`config.mk`:
```
export PLATFORM = sky130hd
export DESIGN_NAME = gomoku_scanner
export DESIGN_NICKNAME = d
export VERILOG_FILES = /design/src/rtl/gomoku_scanner.sv
export SDC_FILE = /design/constraint.sdc
export NUM_CORES = 1
export LEC_CHECK = 0
export CORE_MARGIN = 2
export CORE_UTILIZATION = 30
export CTS_BUF_LIST = sky130_fd_sc_hd__clkbuf_8
export CTS_CLUSTER_DIAMETER = 150
export DETAILED_ROUTE_END_ITERATION = 10
export PLACE_DENSITY = 0.5
export SLEW_MARGIN = 20
export SYNTH_ARGS = -nofsm -noshare
export SYNTH_HDL_FRONTEND = slang
export SYNTH_SLANG_ARGS = --single-unit
```
`constraint.sdc`:
```
create_clock -name i_clk -period 7.5 [get_ports i_clk]
set_input_delay 2.25 -clock i_clk [delete_from_list [all_inputs] [get_ports i_clk]]
set_output_delay 2.25 -clock i_clk [all_outputs]
set_load 0.01 [all_outputs]
```
`src/rtl/gomoku_scanner.sv`:
```
// gomoku_scanner
// Board scanner and move evaluator on the read side of the board datapath.
// Walks every cell in raster order (x fastest), registers the eight nine-cell
// line windows returned for the probed cell, then evaluates that cell one
// cycle later. It reports whether the side to move already owns a run of five
// or more, and it picks the highest-scoring empty cell as the suggested move.
//
// Ports
//   i_clk, i_rst             clock, synchronous active-low reset
//   i_start, i_color         scan request (taken only in IDLE), side to move
//   o_consider_y/x           registered probe coordinates
//   i_black_*/i_white_*      line windows for the probed cell, bit 4 = centre
//   o_busy, o_done           scan in progress / one-cycle results-valid pulse
//   o_win, o_win_y/x         five-in-a-row flag and its first stone
//   o_best_valid, o_best_y/x, o_best_score   suggested move and its score
module gomoku_scanner #(
  parameter int BOARD_SIZE = 15,
  parameter int SCORE_W    = 7
) (
  input  logic               i_clk,
  input  logic               i_rst,
  input  logic               i_start,
  input  logic               i_color,
  output logic [3:0]         o_consider_y,
  output logic [3:0]         o_consider_x,
  input  logic [8:0]         i_black_y,
  input  logic [8:0]         i_black_x,
  input  logic [8:0]         i_black_yx,
  input  logic [8:0]         i_black_xy,
  input  logic [8:0]         i_white_y,
  input  logic [8:0]         i_white_x,
  input  logic [8:0]         i_white_yx,
  input  logic [8:0]         i_white_xy,
  output logic               o_busy,
  output logic               o_done,
  output logic               o_win,
  output logic [3:0]         o_win_y,
  output logic [3:0]         o_win_x,
  output logic               o_best_valid,
  output logic [3:0]         o_best_y,
  output logic [3:0]         o_best_x,
  output logic [SCORE_W-1:0] o_best_score
);

  localparam logic [3:0] LAST = 4'(BOARD_SIZE - 1);

  typedef enum logic [1:0] {
    IDLE,
    SCAN,
    DRAIN,
    DONE
  } state_t;

  state_t r_state;
  state_t w_stateNext;

  logic [3:0] r_cy;
  logic [3:0] r_cx;
  logic       r_color;

  logic       r_s1Valid;
  logic [3:0] r_s1Y;
  logic [3:0] r_s1X;
  logic [8:0] r_s1BlackY;
  logic [8:0] r_s1BlackX;
  logic [8:0] r_s1BlackYx;
  logic [8:0] r_s1BlackXy;
  logic [8:0] r_s1WhiteY;
  logic [8:0] r_s1WhiteX;
  logic [8:0] r_s1WhiteYx;
  logic [8:0] r_s1WhiteXy;

  logic               r_win;
  logic [3:0]         r_winY;
  logic [3:0]         r_winX;
  logic               r_bestValid;
  logic [3:0]         r_bestY;
  logic [3:0]         r_bestX;
  logic [SCORE_W-1:0] r_bestScore;

  logic               w_accept;
  logic               w_capture;
  logic               w_lastCell;
  logic [8:0]         w_own [4];
  logic [8:0]         w_opp [4];
  logic [5:0]         w_ownSum;
  logic [5:0]         w_oppSum;
  logic               w_anyFive;
  logic               w_cellWin;
  logic               w_cellEmpty;
  logic [SCORE_W-1:0] w_cellScore;
  logic               w_unusedCentres;

  // Contiguous stones walking away from the centre: lo[3] is adjacent.
  function automatic logic [2:0] runLeft(input logic [3:0] lo);
    logic [2:0] n;
    n = 3'd0;
    if (lo[3]) begin
      n = 3'd1;
      if (lo[2]) begin
        n = 3'd2;
        if (lo[1]) begin
          n = 3'd3;
          if (lo[0]) n = 3'd4;
        end
      end
    end
    return n;
  endfunction

  // Contiguous stones walking away from the centre: hi[0] is adjacent.
  function automatic logic [2:0] runRight(input logic [3:0] hi);
    logic [2:0] n;
    n = 3'd0;
    if (hi[0]) begin
      n = 3'd1;
      if (hi[1]) begin
        n = 3'd2;
        if (hi[2]) begin
          n = 3'd3;
          if (hi[3]) n = 3'd4;
        end
      end
    end
    return n;
  endfunction

  assign w_accept   = (r_state == IDLE) && i_start;
  assign w_capture  = (r_state == SCAN);
  assign w_lastCell = (r_cy == LAST) && (r_cx == LAST);

  // Next-state and status decode; busy covers SCAN plus the DRAIN cycle.
  always_comb begin
    w_stateNext = r_state;
    o_busy      = 1'b0;
    o_done      = 1'b0;
    case (r_state)
      IDLE: begin
        if (i_start) w_stateNext = SCAN;
      end
      SCAN: begin
        o_busy = 1'b1;
        if (w_lastCell) w_stateNext = DRAIN;
      end
      DRAIN: begin
        o_busy      = 1'b1;
        w_stateNext = DONE;
      end
      DONE: begin
        o_done      = 1'b1;
        w_stateNext = IDLE;
      end
      default: w_stateNext = IDLE;
    endcase
  end

  // State register and raster walk; coordinates sit at (0,0) outside SCAN.
  always_ff @(posedge i_clk) begin
    if (!i_rst) begin
      r_state <= IDLE;
      r_cy    <= 4'd0;
      r_cx    <= 4'd0;
      r_color <= 1'b0;
    end else begin
      r_state <= w_stateNext;
      if (w_accept) r_color <= i_color;
      if (r_state == SCAN && !w_lastCell) begin
        if (r_cx == LAST) begin
          r_cx <= 4'd0;
          r_cy <= r_cy + 4'd1;
        end else begin
          r_cx <= r_cx + 4'd1;
        end
      end else begin
        r_cy <= 4'd0;
        r_cx <= 4'd0;
      end
    end
  end

  // Stage 1: windows are combinational from the probe, so capture them with
  // the coordinates that produced them on the same edge.
  always_ff @(posedge i_clk) begin
    if (!i_rst) begin
      r_s1Valid   <= 1'b0;
      r_s1Y       <= 4'd0;
      r_s1X       <= 4'd0;
      r_s1BlackY  <= 9'd0;
      r_s1BlackX  <= 9'd0;
      r_s1BlackYx <= 9'd0;
      r_s1BlackXy <= 9'd0;
      r_s1WhiteY  <= 9'd0;
      r_s1WhiteX  <= 9'd0;
      r_s1WhiteYx <= 9'd0;
      r_s1WhiteXy <= 9'd0;
    end else begin
      r_s1Valid <= w_capture;
      if (w_capture) begin
        r_s1Y       <= r_cy;
        r_s1X       <= r_cx;
        r_s1BlackY  <= i_black_y;
        r_s1BlackX  <= i_black_x;
        r_s1BlackYx <= i_black_yx;
        r_s1BlackXy <= i_black_xy;
        r_s1WhiteY  <= i_white_y;
        r_s1WhiteX  <= i_white_x;
        r_s1WhiteYx <= i_white_yx;
        r_s1WhiteXy <= i_white_xy;
      end
    end
  end

  // Stage 2: own/opponent selection, run lengths, win test and cell score.
  // Own runs count double so extending our lines beats blocking theirs.
  always_comb begin
    w_own[0] = r_color ? r_s1WhiteY  : r_s1BlackY;
    w_own[1] = r_color ? r_s1WhiteX  : r_s1BlackX;
    w_own[2] = r_color ? r_s1WhiteYx : r_s1BlackYx;
    w_own[3] = r_color ? r_s1WhiteXy : r_s1BlackXy;
    w_opp[0] = r_color ? r_s1BlackY  : r_s1WhiteY;
    w_opp[1] = r_color ? r_s1BlackX  : r_s1WhiteX;
    w_opp[2] = r_color ? r_s1BlackYx : r_s1WhiteYx;
    w_opp[3] = r_color ? r_s1BlackXy : r_s1WhiteXy;
    w_ownSum  = 6'd0;
    w_oppSum  = 6'd0;
    w_anyFive = 1'b0;
    for (int d = 0; d < 4; d++) begin
      w_ownSum = w_ownSum + 6'(runLeft(w_own[d][3:0])) + 6'(runRight(w_own[d][8:5]));
      w_oppSum = w_oppSum + 6'(runLeft(w_opp[d][3:0])) + 6'(runRight(w_opp[d][8:5]));
      if ((4'(runLeft(w_own[d][3:0])) + 4'(runRight(w_own[d][8:5]))) >= 4'd4)
        w_anyFive = 1'b1;
    end
    w_cellWin   = w_anyFive && w_own[0][4];
    w_cellEmpty = !r_s1BlackY[4] && !r_s1WhiteY[4];
    w_cellScore = SCORE_W'({w_ownSum, 1'b0}) + SCORE_W'(w_oppSum);
  end

  // Centre bits of the non-vertical windows duplicate the vertical ones.
  assign w_unusedCentres = ^{w_own[1][4], w_own[2][4], w_own[3][4],
                             w_opp[0][4], w_opp[1][4], w_opp[2][4], w_opp[3][4]};

  // Result registers: first winning stone latches, best move replaced only
  // on a strictly higher score so ties keep the earliest raster cell.
  always_ff @(posedge i_clk) begin
    if (!i_rst || w_accept) begin
      r_win       <= 1'b0;
      r_winY      <= 4'd0;
      r_winX      <= 4'd0;
      r_bestValid <= 1'b0;
      r_bestY     <= 4'd0;
      r_bestX     <= 4'd0;
      r_bestScore <= '0;
    end else if (r_s1Valid) begin
      if (w_cellWin && !r_win) begin
        r_win  <= 1'b1;
        r_winY <= r_s1Y;
        r_winX <= r_s1X;
      end
      if (w_cellEmpty && (!r_bestValid || (w_cellScore > r_bestScore))) begin
        r_bestValid <= 1'b1;
        r_bestY     <= r_s1Y;
        r_bestX     <= r_s1X;
        r_bestScore <= w_cellScore;
      end
    end
  end

  assign o_consider_y = r_cy;
  assign o_consider_x = r_cx;
  assign o_win        = r_win;
  assign o_win_y      = r_winY;
  assign o_win_x      = r_winX;
  assign o_best_valid = r_bestValid;
  assign o_best_y     = r_bestY;
  assign o_best_x     = r_bestX;
  assign o_best_score = r_bestScore;

endmodule

```
==> results.json <==
{
  "status": "complete, no violations",
  "final_cell_area_mm2": 0.008914,
  "slew_headroom_pct": 52.83,
  "cts_sinks": 111,
  "regArea_mm2": 0.002226,
  "fmax_ghz": 0.1351,
  "die-area_mm2": 0.02440,
  "grt_pass1_vias": 5190,
  "wirelength_um": 17550,
  "synth_most_common_cell": "dfxtp_1",
  "finalSetupTns_ns": 0,
  "grt_pass1_wl_um": 28010,
  "hp-class": "reg2reg",
  "row_count": 55,
  "yosys.area.top_type": "dfxtp_1",
  "wl_met1_um": 9153,
  "cts_max_level": 3,
  "synth_top_area_share_pct": 31.98,
  "synthTopCellsByCount": "dfxtp_1, mux2i_1, inv_1",
  "whs_ns": 0.4694,
  "vias_per_cell": 4.527,
  "finalCritPeriodShare_pct": 98.69,
  "start_kind": "flop",
  "synth.area.top_cells": "dfxtp_1, mux2i_1, fa_1",
  "seq_area_frac_synth_pct": 31.98,
  "core_area_mm2": 0.02271,
  "p_per_area_mw_per_mm2": 279.9,
  "async_flop_share_pct": 0,
  "ys_warn_count": 0,
  "grt_max_degree": 63,
  "grt.overflow.total": 0,
  "grtUsageTotal_pct": 14.81,
  "numCtsBuffers": 9,
  "fp.dieH_um": 156.2,
  "syn_area_mm2": 0.006949,
  "report.final.hold_viol_count": 0,
  "syn_nets": 925,
  "gp_congestion": 0.8143,
  "fin_nets": 1056,
  "drc_errors": 0,
  "dr_total_vias": 5401,
  "crit_path_end_kind": "flop",
  "synthFlopType": "dfxtp_1",
  "period_minus_slack_ns": 7.402,
  "start_util_pct": 30.60,
  "multiInputGateArea_mm2": 0.004399,
  "worst-setup-path-type": "reg2reg",
  "ys_ff_latch": 111,
  "rsz0062_at_grt": "yes",
  "dr.first_iter.drc_count": 254,
  "peakVddDrop_mv": 0.1114,
  "tightest_slew_ns": 0.7076,
  "critical-path-slowest-cell": "fa_1",
  "clk_latency_ns": 0.40,
  "wl_per_cell_um": 14.71,
  "clockBufferDepth": 2,
  "met2WireLength_um": 7573,
  "fin_skew_ns": 0.02509,
  "dpl-instance-area_mm2": 0.008593,
  "clock_tree.root_cell": "clkbuf_8",
  "wl_met3_um": 608,
  "post-place-ws_ns": -0.1494,
  "clkTransAtPathRegs_ns": 0.12,
  "synth_edf_count": 0,
  "dp_hpwl_um": 13980,
  "slowest_delay_ns": 0.57,
  "drive_above_1_share_pct": 10.35,
  "area_growth_pct": 28.27,
  "critical_path_required_ns": 7.82,
  "top_layer_used": "met4",
  "syn_inst": 772,
  "antenna_found_initial": 0,
  "portBuffers": 104,
  "ioPinCount": 111,
  "tritoncts": "yes",
  "synth.avg_cell_area_um2": 9.002,
  "layout_setup_ws_ns": 0.09831,
  "critPathMaxFanout": 15,
  "setup_violations": 0,
  "synth_cell_types": 51,
  "maxCapViolCount": 0,
  "n_antenna_cell": 0,
  "slew_viol_final": 0,
  "die_x_um": 156.2,
  "critPathArrivalTime_ns": 7.72,
  "first_pass_iters": 4,
  "ant_nets": 0,
  "fillers": 2309,
  "cp_common_cell": "fa_1",
  "post-route-util_pct": 39.25,
  "total_leakage_power_nw": 3.603
}
==> cell type report <==
| class | count | share of cell area (%) |
|---|---|---|
| clock inverter | 6 | 0.7299 |
| sequential | 111 | 24.97 |
| inverter | 73 | 3.116 |
| timing repair inverter | 1 | 0.08422 |
| clock buffer | 10 | 1.544 |
| timing repair buffer | 153 | 16.20 |
| tap | 285 | 4.001 |
| multi-input combinational | 554 | 49.35 |
==> worst max-delay path: cells and delay by family, from the launching register on <==
family,cells,cell delay (ns)
adders and majority gates,10,4.57
AOI/OAI and AO/OA,7,1.24
buffers and inverters,6,0.56
and+or+nand+nor,4,0.46
DFF,1,0.38
xor gates and xnor gates,1,0.11
==> layer usage <==
layer | global-route usage, % | up-vias
met5 | 0 | -
met2 | 22.29 | 79
met1 | 21.80 | 2489
li1 | - | 2820
met3 | 2.361 | 13
met4 | 4.238 | 0
==> flip-flops by register name, summed over array words and instances, names as in the netlist, 7 cells and up <==
signal / count
r_s1WhiteX: 8
r_s1WhiteXy: 8
o_best_score: 7
r_s1BlackX: 8
r_s1WhiteY: 9
r_s1WhiteYx: 8
r_s1BlackY: 9
r_s1BlackYx: 8
r_s1BlackXy: 8
==> through the flow <==
step | cells | power, mW
4_1_cts | 1190 | 2.531
2_1_floorplan | 772 | 1.740
5_1_grt | 1193 | 2.738
6_report | 1193 | 2.495
3_3_place_gp | 1172 | 2.115
3_5_place_dp | 1172 | 2.132
==> worst paths after layout <==
path                                         startpoint                            to  slack (ns)  depth (start not counted)
worst max-delay path               r_color$_SDFFE_PN0P_  o_best_score[0]$_SDFFE_PP0P_         0.1                         28
worst min-delay path            o_win_x[3]$_SDFFE_PP0P_       o_win_x[3]$_SDFFE_PP0P_        0.47                          2
worst max register to register     r_color$_SDFFE_PN0P_  o_best_score[0]$_SDFFE_PP0P_         0.1                         28
worst min register to register  o_win_x[3]$_SDFFE_PP0P_       o_win_x[3]$_SDFFE_PP0P_        0.47                          2
==> repair_timing <==
| action | in CTS | in global routing |
|---|---|---|
| hold buffers | 0 | 0 |
| endpoints found under the setup margin | 15 | 15 |
| setup buffers | 2 | 2 |
| endpoints found under the hold margin | 0 | 0 |
| gates resized for setup | 18 | 15 |
| gates cloned | 0 | 1 |
| pin swaps | 20 | 15 |
==> report_power, final <==
group | internal [mW] | switching (mW) | total (mW) | leakage (nW)
Clock | 0.139 | 0.228 | 0.367 | 0.100
Sequential | 0.700 | 0.0968 | 0.797 | 0.904
Combinational | 0.657 | 0.675 | 1.33 | 2.60
Total | 1.50 | 1.00 | 2.50 | 3.60
==> layout by cell type, fill, tap and decap left out, types with 3 or more instances in the layout <==
master | Yosys | final
dfxtp_1 | 111 | 110
clkdlybuf4s50_1 | 0 | 104
mux2i_1 | 96 | 96
inv_1 | 72 | 68
nor2b_1 | 68 | 68
nand2_1 | 65 | 64
nor2_1 | 65 | 63
buf_4 | 0 | 43
fa_1 | 38 | 37
ha_1 | 39 | 37
o21ai_0 | 36 | 29
nand3_1 | 25 | 24
o21a_1 | 17 | 17
a21oi_1 | 15 | 12
nand2b_1 | 11 | 11
a31oi_1 | 10 | 10
clkbuf_8 | 0 | 10
o21ai_1 | 2 | 9
xor2_1 | 6 | 6
and3_1 | 6 | 6
a21boi_0 | 6 | 4
inv_2 | 1 | 4
nand4_1 | 4 | 4
a211oi_1 | 5 | 4
buf_6 | 1 | 4
nor3_1 | 3 | 3
a21o_1 | 3 | 3
a21oi_2 | 0 | 3
xnor2_2 | 0 | 3
xnor2_1 | 6 | 3
clkinvlp_4 | 0 | 3
o21ba_2 | 3 | 3
a21boi_1 | 1 | 3
==> kinds of logic (layout without fill, tap and decap cells) <==
group / count (synthesis) / after routing / synth area share, %
AND/OR/NAND/NOR: 258 / 258 / 18.49
AO/OA/AOI/OAI: 111 / 111 / 10.24
flip-flops: 111 / 111 / 31.98
buffers and inverters: 107 / 243 / 5.978
multiplexers: 96 / 96 / 13.83
adder cells (fa/ha/maj): 77 / 77 / 17.97
XOR/XNOR: 12 / 12 / 1.512
Note: power is estimated with default switching activity, not from simulation.
==> RTL change: new RTL, same flow settings <==
Change the parameter `SCORE_W` from 7 to 8.
--- a/src/rtl/gomoku_scanner.sv
+++ b/src/rtl/gomoku_scanner.sv
@@ -15,7 +15,7 @@
 //   o_best_valid, o_best_y/x, o_best_score   suggested move and its score
 module gomoku_scanner #(
   parameter int BOARD_SIZE = 15,
-  parameter int SCORE_W    = 7
+  parameter int SCORE_W    = 8
 ) (
   input  logic               i_clk,
   input  logic               i_rst,
Interface: changed (resized o_best_score); port bits go from 111 to 112. The function was not compared with the original's and may differ.
==> RTL change against the original RTL <==
The flow now finishes with violations (setup timing). Wire length up 7.1%. Clock skew down 0.0045 ns. Synthesized area grew 0.43%. Setup slack lost 0.23 ns. Non-clock buffer count rose by 34. Power increased by 7.9%. Sequential cell count up 1. First-iteration DRC count grew 29%. Sequential share of layout area decreased by 1.0 points. Design area increased by 5.1%. Highest routed layer unchanged.
==> RTL change: results (changes against the original RTL) <==
metric,value,unit,change
crit path DAT,7.98,ns,+0.26 ns
worst stage delay on the critical path,0.54,ns,-0.03 ns
Final GP Congestion,0.852,,+4.6%
Total GRT Usage,15.8,%,+1.0 points
Worst Skew,0.0205,ns,-0.00455 ns
met2 routed WL,8.91,mm,+18%
largest net degree at the start of global routing,62,,-1.6%
"Setup violations, final",16,,+16
DR vias,5698,,+5.5%
Detailed Place HPWL,14.5,mm,+3.5%
Leakage,3.77,nW,+4.6%
Nets,1105,,+4.6%
Post-synth top cells,"dfxtp_1 (112), mux2i_1 (88), inv_1 (78), nor2b_1 (70), nand2_1 (66)",,
sequential-to-total area share from yosys stat,32.1,%,+0.15 points
routed length on met3,409,µm,-33%
RR Endpoint,o_best_y[1]$_SDFFE_PP0P_,,
first-pass GRT wire length,30.1,mm,+7.3%
Post-Route WL,18.8,mm,+7.1%
R2R depth,31,,+11%
Post-Route M1 WL,9.30,mm,+1.6%
Starting DRT DRC Count,327,,+29%
critical-path maximum fanout,8,,-7
failing checks,setup timing,,
PnR worst setup slack,-0.134,ns,-0.232 ns
pre-CTS WS,-0.332,ns,-0.183 ns
worst IR drop on VDD,163,µV,+46%
number of global-route vias before repair,5632,,+8.5%
# port buffers,105,,+0.96%
hold path startpoint,o_best_x[3]$_SDFFE_PP0P_,,
"Net Count, Synth",943,,+1.9%
"Distinct cells, synth",46,,-9.8%
outcome,"complete, but fails checks",,
-- RTL change: final cells by class --
class,count,area (µm²)
Fill cell,2379,13300
Multi-Input combinational cell,561,4520
Sequential cell,112,2250
Timing Repair Buffer,187,1740
Tap cell,285,357
Inverter,79,298
Clock buffer,9,124
Clock inverter,7,91.3
-- RTL change: power groups by stage --
stage,clock [mW],sequential (mW),combinational [mW]
3_3_place_gp,0,0.815,1.39
3_5_place_dp,0,0.816,1.40
6_report,0.393,0.804,1.50
2_1_floorplan,0,0.792,0.970
5_1_grt,0.431,0.822,1.69
4_1_cts,0.409,0.802,1.49
-- RTL change: worst max-delay path by stage --
stage | startpoint | end | slack (ns) | cells after the start
finish | r_color$_SDFFE_PN0P_ | o_best_y[1]$_SDFFE_PP0P_ | -0.13 | 31
global route | r_color$_SDFFE_PN0P_ | o_best_score[5]$_SDFFE_PP0P_ | -0.45 | 30
CTS | r_color$_SDFFE_PN0P_ | o_best_score[5]$_SDFFE_PP0P_ | -0.1 | 29
detailed placement | r_color$_SDFFE_PN0P_ | o_best_score[5]$_SDFFE_PP0P_ | -0.33 | 29
global placement | r_color$_SDFFE_PN0P_ | o_best_score[5]$_SDFFE_PP0P_ | -0.28 | 29
floorplan | r_color$_SDFFE_PN0P_ | o_best_score[3]$_SDFFE_PP0P_ | 0.01 | 30
-- RTL change: cell families after synthesis --
group,count (synthesis),synth area share [%]
simple gates,265,18.7
buf+inv,115,6.36
xor+xnor,12,1.51
fa+ha+maj,79,18.3
mux,90,12.9
flops,112,32.1
compound gates,115,10.1
-- RTL change: per-stage QoR --
stage                     area (µm²)  utilization [%]  cells
after floorplan                 7040                -    788
after global placement          8760             38.6   1205
after detailed placement        8770             38.6   1205
after CTS                       9210             40.6   1232
after global routing            9370             41.3   1240
final                           9370             41.3   1240
-- RTL change: timing repair --
item / CTS / global route
gates resized for setup: 58 / 21
setup endpoints to repair: 16 / 16
pin swaps: 26 / 19
buffers inserted: 9 / 7
cloned: 2 / 1
-- RTL change: worst min-delay path: stages, from the launching register on --
cell and delay [ns]:
dfxtp_1 0.34, nand3_2 0.05, o21ai_1 0.05
-- RTL change: per-layer routing --
metal	GRT usage (%)	up-vias
li1	-	2946
met1	21.7	2670
met2	26.3	74
met3	2.05	8
met4	3.98	0
met5	0	-
